$ cat config.mk
export PLATFORM = sky130hd
export DESIGN_NAME = mips_mem_arbiter
export DESIGN_NICKNAME = d
export VERILOG_FILES = /design/src/rtl/mips_mem_arbiter.sv
export SDC_FILE = /design/constraint.sdc
export NUM_CORES = 1
export LEC_CHECK = 0
export ABC_CLOCK_PERIOD_IN_PS = 2600
export CORE_MARGIN = 3
export CORE_UTILIZATION = 40
export CTS_CLUSTER_SIZE = 8
export DETAILED_ROUTE_END_ITERATION = 16
export PLACE_DENSITY = 0.78
export SLEW_MARGIN = 20
export SYNTH_ARGS = -nofsm -noshare
export SYNTH_HDL_FRONTEND = slang
export SYNTH_SLANG_ARGS = --single-unit
$ cat constraint.sdc
create_clock -name clk -period 2.6 [get_ports clk]
set_clock_uncertainty 0.15 [all_clocks]
set_input_delay 0.52 -clock clk [delete_from_list [all_inputs] [get_ports clk]]
set_output_delay 0.52 -clock clk [all_outputs]
set_load 0.05 [all_outputs]
$ cat src/rtl/mips_mem_arbiter.sv
// rtl/mips_mem_arbiter.sv - fixed-priority Avalon arbiter for write buffer, dcache and icache fills
// Optional build macro: MEM_ARB_RAW_CHECK_EN (a dcache read that hits the pending write address waits for the write)
module mips_mem_arbiter #(
  parameter int MAX_WAIT = 8
) (
  input  logic        clk,
  input  logic        rst,
  input  logic        wb_req,
  input  logic        wb_full,
  input  logic [31:0] wb_addr,
  input  logic [31:0] wb_writedata,
  input  logic [3:0]  wb_byteenable,
  output logic        wb_done,
  input  logic        dc_req,
  input  logic [31:0] dc_addr,
  output logic [31:0] dc_rdata,
  output logic        dc_done,
  input  logic        ic_req,
  input  logic [31:0] ic_addr,
  output logic [31:0] ic_rdata,
  output logic        ic_done,
  output logic [31:0] mem_address,
  output logic        mem_read,
  output logic        mem_write,
  output logic [31:0] mem_writedata,
  output logic [3:0]  mem_byteenable,
  input  logic        waitrequest,
  input  logic [31:0] mem_readdata
);

  localparam int AW = $clog2(MAX_WAIT + 1);
  localparam logic [AW-1:0] AGE_MAX = AW'(MAX_WAIT);

  typedef enum logic [1:0] {IDLE, WRITE, DREAD, IREAD} state_t;

  state_t        state_q, state_d;
  logic [AW-1:0] age_q, age_d;
  logic [31:0]   addr_q, addr_d;
  logic [31:0]   wdata_q, wdata_d;
  logic [3:0]    be_q, be_d;
  logic          rd_q, rd_d;
  logic          wr_q, wr_d;
  logic          wb_done_q, wb_done_d;
  logic          dc_done_q, dc_done_d;
  logic          ic_done_q, ic_done_d;
  logic [31:0]   dc_rdata_q, dc_rdata_d;
  logic [31:0]   ic_rdata_q, ic_rdata_d;

  // A port whose done pulse is showing is still dropping its request, so it
  // must not be granted again in that same cycle.
  logic wb_elig, dc_elig, ic_elig, raw_hit, wb_urgent;

  assign wb_elig = wb_req && !wb_done_q;
  assign ic_elig = ic_req && !ic_done_q;
`ifdef MEM_ARB_RAW_CHECK_EN
  // A read of the word the write buffer is about to store would return stale
  // data, so the write goes first.
  assign raw_hit = wb_req && dc_req && (dc_addr[31:2] == wb_addr[31:2]);
  assign dc_elig = dc_req && !dc_done_q && !raw_hit;
`else
  assign raw_hit = 1'b0;
  assign dc_elig = dc_req && !dc_done_q;
`endif
  assign wb_urgent = wb_elig && (wb_full || (age_q == AGE_MAX) || raw_hit);

  // Next-state, grant selection, command capture and completion handling
  always_comb begin
    state_d    = state_q;
    age_d      = age_q;
    addr_d     = addr_q;
    wdata_d    = wdata_q;
    be_d       = be_q;
    rd_d       = rd_q;
    wr_d       = wr_q;
    wb_done_d  = 1'b0;
    dc_done_d  = 1'b0;
    ic_done_d  = 1'b0;
    dc_rdata_d = dc_rdata_q;
    ic_rdata_d = ic_rdata_q;

    unique case (state_q)
      IDLE: begin
        if (wb_urgent || (wb_elig && !dc_elig && !ic_elig)) begin
          state_d = WRITE;
          wr_d    = 1'b1;
          addr_d  = wb_addr;
          wdata_d = wb_writedata;
          be_d    = wb_byteenable;
          age_d   = '0;
        end else begin
          if (dc_elig) begin
            state_d = DREAD;
            rd_d    = 1'b1;
            addr_d  = dc_addr;
            wdata_d = '0;
            be_d    = 4'b1111;
          end else if (ic_elig) begin
            state_d = IREAD;
            rd_d    = 1'b1;
            addr_d  = ic_addr;
            wdata_d = '0;
            be_d    = 4'b1111;
          end
          // Reads never age; only a waiting write does.
          if (wb_req && (age_q != AGE_MAX)) begin
            age_d = age_q + AW'(1);
          end
        end
      end
      WRITE: begin
        if (!waitrequest) begin
          state_d   = IDLE;
          wr_d      = 1'b0;
          wb_done_d = 1'b1;
        end
      end
      DREAD: begin
        if (!waitrequest) begin
          state_d    = IDLE;
          rd_d       = 1'b0;
          dc_done_d  = 1'b1;
          dc_rdata_d = mem_readdata;
        end
      end
      IREAD: begin
        if (!waitrequest) begin
          state_d    = IDLE;
          rd_d       = 1'b0;
          ic_done_d  = 1'b1;
          ic_rdata_d = mem_readdata;
        end
      end
      default: state_d = IDLE;
    endcase
  end

  // State and registered outputs; reset abandons any transaction in flight
  always_ff @(posedge clk or negedge rst) begin
    if (!rst) begin
      state_q    <= IDLE;
      age_q      <= '0;
      addr_q     <= '0;
      wdata_q    <= '0;
      be_q       <= '0;
      rd_q       <= 1'b0;
      wr_q       <= 1'b0;
      wb_done_q  <= 1'b0;
      dc_done_q  <= 1'b0;
      ic_done_q  <= 1'b0;
      dc_rdata_q <= '0;
      ic_rdata_q <= '0;
    end else begin
      state_q    <= state_d;
      age_q      <= age_d;
      addr_q     <= addr_d;
      wdata_q    <= wdata_d;
      be_q       <= be_d;
      rd_q       <= rd_d;
      wr_q       <= wr_d;
      wb_done_q  <= wb_done_d;
      dc_done_q  <= dc_done_d;
      ic_done_q  <= ic_done_d;
      dc_rdata_q <= dc_rdata_d;
      ic_rdata_q <= ic_rdata_d;
    end
  end

  assign mem_address    = addr_q;
  assign mem_read       = rd_q;
  assign mem_write      = wr_q;
  assign mem_writedata  = wdata_q;
  assign mem_byteenable = be_q;
  assign wb_done        = wb_done_q;
  assign dc_done        = dc_done_q;
  assign ic_done        = ic_done_q;
  assign dc_rdata       = dc_rdata_q;
  assign ic_rdata       = ic_rdata_q;

endmodule

==> impl_results.md <==
- Post-DP HPWL: about 14,000 µm
- Top sig layer: met4
- Post-route DRC: 0
- Post-CTS Setup Repair Bufs: 0
- PnR Total Power: 14,800 µW
- Bufs and invs on worst path: 1
- P&R area growth vs syn: 66.4%
- Routed WL: approximately 19,000 µm
- Detail Route met2 WL: 9520 µm
- HP Start: ic_rdata[6]$_DFFE_PN0P_
- WHS Endpoint: ic_rdata[6]$_DFFE_PN0P_
- Clock slew at reported path FFs: roughly 0.060 ns
- Simple-gate share of the synthesized area: 0.107
- DIE HEIGHT: roughly 130 µm
- R2R Path End: mem_writedata[12]$_DFFE_PN0P_
- Crit-path slowest cell: clkdlybuf4s50_1
- Pre-antenna DRT Iters: 4
- Largest family of logic cells by synthesized area: compound AO/OA/AOI/OAI gates
- Syn_area_per_cell: 11.7 µm²
- I/O Pins: 308
- Commonest non-fill, non-tap cell in the layout: clkdlybuf4s50_1
- Post-CTS Hold Buffers: 1
- # fillers: about 1,100
- Worst-Margin Slew: 0.576 ns
- Crit path DAT: 1.69 ns
- Cell Chain, Critical Path: clkdlybuf4s50_1
- Hold Crit Depth: 2
- Synth warn: 0
- DRT iter0 DRCs: between 150 and 200
- #FFs+latches synth: roughly 140
- Post-synth cell types: 36
- Data required, critical path: roughly 1.9 ns
- CTS sink cnt: between 100 and 150
- Max-slew violation count: 0
- Clock root cell: clkbuf_16
- Initial antenna violation count: 0
- Area after DPL: 9460 µm²
- Max_cap viols: 0
- Reg-to-reg slack, setup: roughly 0.57 ns
- Ratio of cells with drive above 1 in the final layout: 0.128
- Largest stage delay, worst path: 0.86 ns
- Synth Area in Adders: 0.00413
- Die Wd: 129 µm
- Final setup viols: 0
- RSZ-0062 raised after global routing: false
- Crit-path leading delay family: buffers and inverters
- Cell area after layout: just over 10,000 µm²
- # rows: between 40 and 50
- Final setup TNS: 0 ns
- CTS tree: done
- PortBufs: about 310
- Mux cell area share after synthesis: 0.112
- Crit path kind: reg -> out
- Worst min-delay path class: reg -> reg
- Inserted Clock Buffers: 17
- Final Cycle Share: 0.906
- Complex-gate fraction of the synthesized area: 0.138
- Sequential share of the synthesized area: 0.590
- Wire length on met3: 1930 µm
- Outcome: finished clean
- Worst path depth: 1
- Inserted Diodes: 0
- Fmax: between 400 and 500 MHz
- Post-DR wirelength/cell: ~18 µm
- Period minus WS final: approximately 2.4 ns
- Critical Path Sink Type: output pin
- Vias in the first global route: 5,521
- Global route overflow: 0
- Overall Global Routing Usage: 0.224
- Crit path launch type: register
- Max IR drop VDD: between 900 and 1000 µV
- Clk buf depth: 2
- Core box area: ~15,000 µm²
- RR Startpoint: age_q[0]$_DFFE_PN0P_
- Initial Utilization: 0.412
- DIE AREA: 16,700 µm²
- Antenna Nets Post-Route: 0
- Xor and xnor area share after synthesis: 0.00144
- Nets@finish: 1,005
- Post-Syn Nets: 691
- H-tree depth: 4
- Worst-path fanout max: 3
- Number of cells on the worst reg-to-reg path: 8
- First-pass GRT wire length: between 20,000 and 30,000 µm
- Routed vias/inst: 5.04
- M1 WL: between 6000 and 7000 µm
- Largest net degree at the start of global routing: 63
- Non-Filler Instances: around 1,000
- RD Place Congestion: 0.791
- Post-CTS sizing: 0
- Final Hold Viols: 0
- Skew-Pair Late Insertion Delay: 0.41 ns
- P_leak: approximately 0.0045 µW
- PD cells: 1460 nW/µm²
- Placed insts: about 1,000
- Commonest non-fill, non-tap cells in the layout: clkdlybuf4s50_1 (306), dfrtp_1 (143), nand2_1 (99)
- Post-Syn Area: slightly above 6000 µm²
- Post-Syn Instances: ~520
- Vias: 5,182
- Rel. slew slack: 0.615
-- power breakdown --
| group | internal, µW | leakage [µW] | switching (µW) |
|---|---|---|---|
| Sequential | 3280 | 0.00174 | 622 |
| Combinational | 2960 | 0.00252 | 5360 |
| Clock | 1610 | 0.000294 | 940 |
| Total | 7850 | 0.00455 | 6920 |
-- stage by stage --
| stage | utilization | hold slack (ns) | setup WS [ns] |
|---|---|---|---|
| finish | 0.686 | 0.324 | 0.244 |
| floorplan | - | 0.0744 | 0.517 |
| global placement | 0.644 | 0.307 | 0.0907 |
| global route | 0.686 | 0.353 | 0.217 |
| detailed placement | 0.644 | 0.312 | 0.0595 |
| CTS | 0.686 | 0.326 | 0.222 |
-- cell usage after synthesis --
master / n / area share
dfrtp_1: 143 / 0.59
nand2_1: 99 / 0.061
nor2_1: 44 / 0.027
inv_1: 38 / 0.024
a22o_1: 32 / 0.046
mux2_2: 32 / 0.059
mux2i_1: 32 / 0.053
a221oi_2: 22 / 0.054
buf_2: 16 / 0.013
a221oi_1: 10 / 0.014
clkbuf_1: 9 / 0.0056
a21oi_1: 5 / 0.0041
buf_1: 3 / 0.0019
nand2b_1: 3 / 0.0031
a21o_1: 2 / 0.0025
and3_1: 2 / 0.0021
buf_4: 2 / 0.0025
ha_1: 2 / 0.0041
nand3_1: 2 / 0.0017
nand3b_1: 2 / 0.0025
nor2b_1: 2 / 0.0021
o21ai_0: 2 / 0.0017
a221o_1: 1 / 0.0017
nor2_2: 1 / 0.0010
nor2b_4: 1 / 0.0023
nor3_4: 1 / 0.0027
nor3b_1: 1 / 0.0012
o2111ai_1: 1 / 0.0014
o211a_1: 1 / 0.0017
o21bai_1: 1 / 0.0012
o22ai_1: 1 / 0.0010
o311ai_0: 1 / 0.0014
o31a_1: 1 / 0.0014
o31ai_4: 1 / 0.0035
o32ai_1: 1 / 0.0014
xor2_1: 1 / 0.0014
-- area by class of cell --
class	instances	area [µm²]	area share
sequential	143	3580	0.355
timing repair buffer	325	3300	0.327
multi-input combinational	307	2220	0.220
clock buffer	19	433	0.0429
tap	184	230	0.0228
clock inverter	12	184	0.0182
inverter	38	143	0.0141
-- flip-flops by register name, summed over array words and instances (netlist names) --
register and cells:
mem_read 1, age_q 4, mem_writedata 32, mem_write 1, ic_done 1, wb_done 1, state_q 2, dc_done 1
mem_address 32, ic_rdata 32, dc_rdata 32, mem_byteenable 4
-- routing by layer --
metal	vias up	GRT usage
met2	218	0.395
met4	0	0.0735
met5	-	0
met3	22	0.0940
li1	2425	-
met1	2517	0.244
-- how the worst max path moves through the flow --
stage	start	endpoint	slack [ns]
final	wb_done$_DFF_PN0_	wb_done	0.24
after CTS	wb_done$_DFF_PN0_	wb_done	0.22
after floorplan	dc_done$_DFF_PN0_	mem_writedata[25]$_DFFE_PN0P_	0.52
after global routing	wb_done$_DFF_PN0_	wb_done	0.22
after detailed placement	dc_req	mem_writedata[13]$_DFFE_PN0P_	0.06
after global placement	dc_req	mem_writedata[10]$_DFFE_PN0P_	0.09
-- logic make-up (layout without fill, tap and decap cells) --
kind of cell	count (synthesis)	count (layout)
AOI/OAI and AO/OA	82	82
xor gates and xnor gates	1	1
adders and majority gates	2	2
buffers and inverters	68	394
DFF	143	143
muxes	64	64
and+or+nand+nor	158	158
Note: power is estimated with default switching activity, not from simulation.
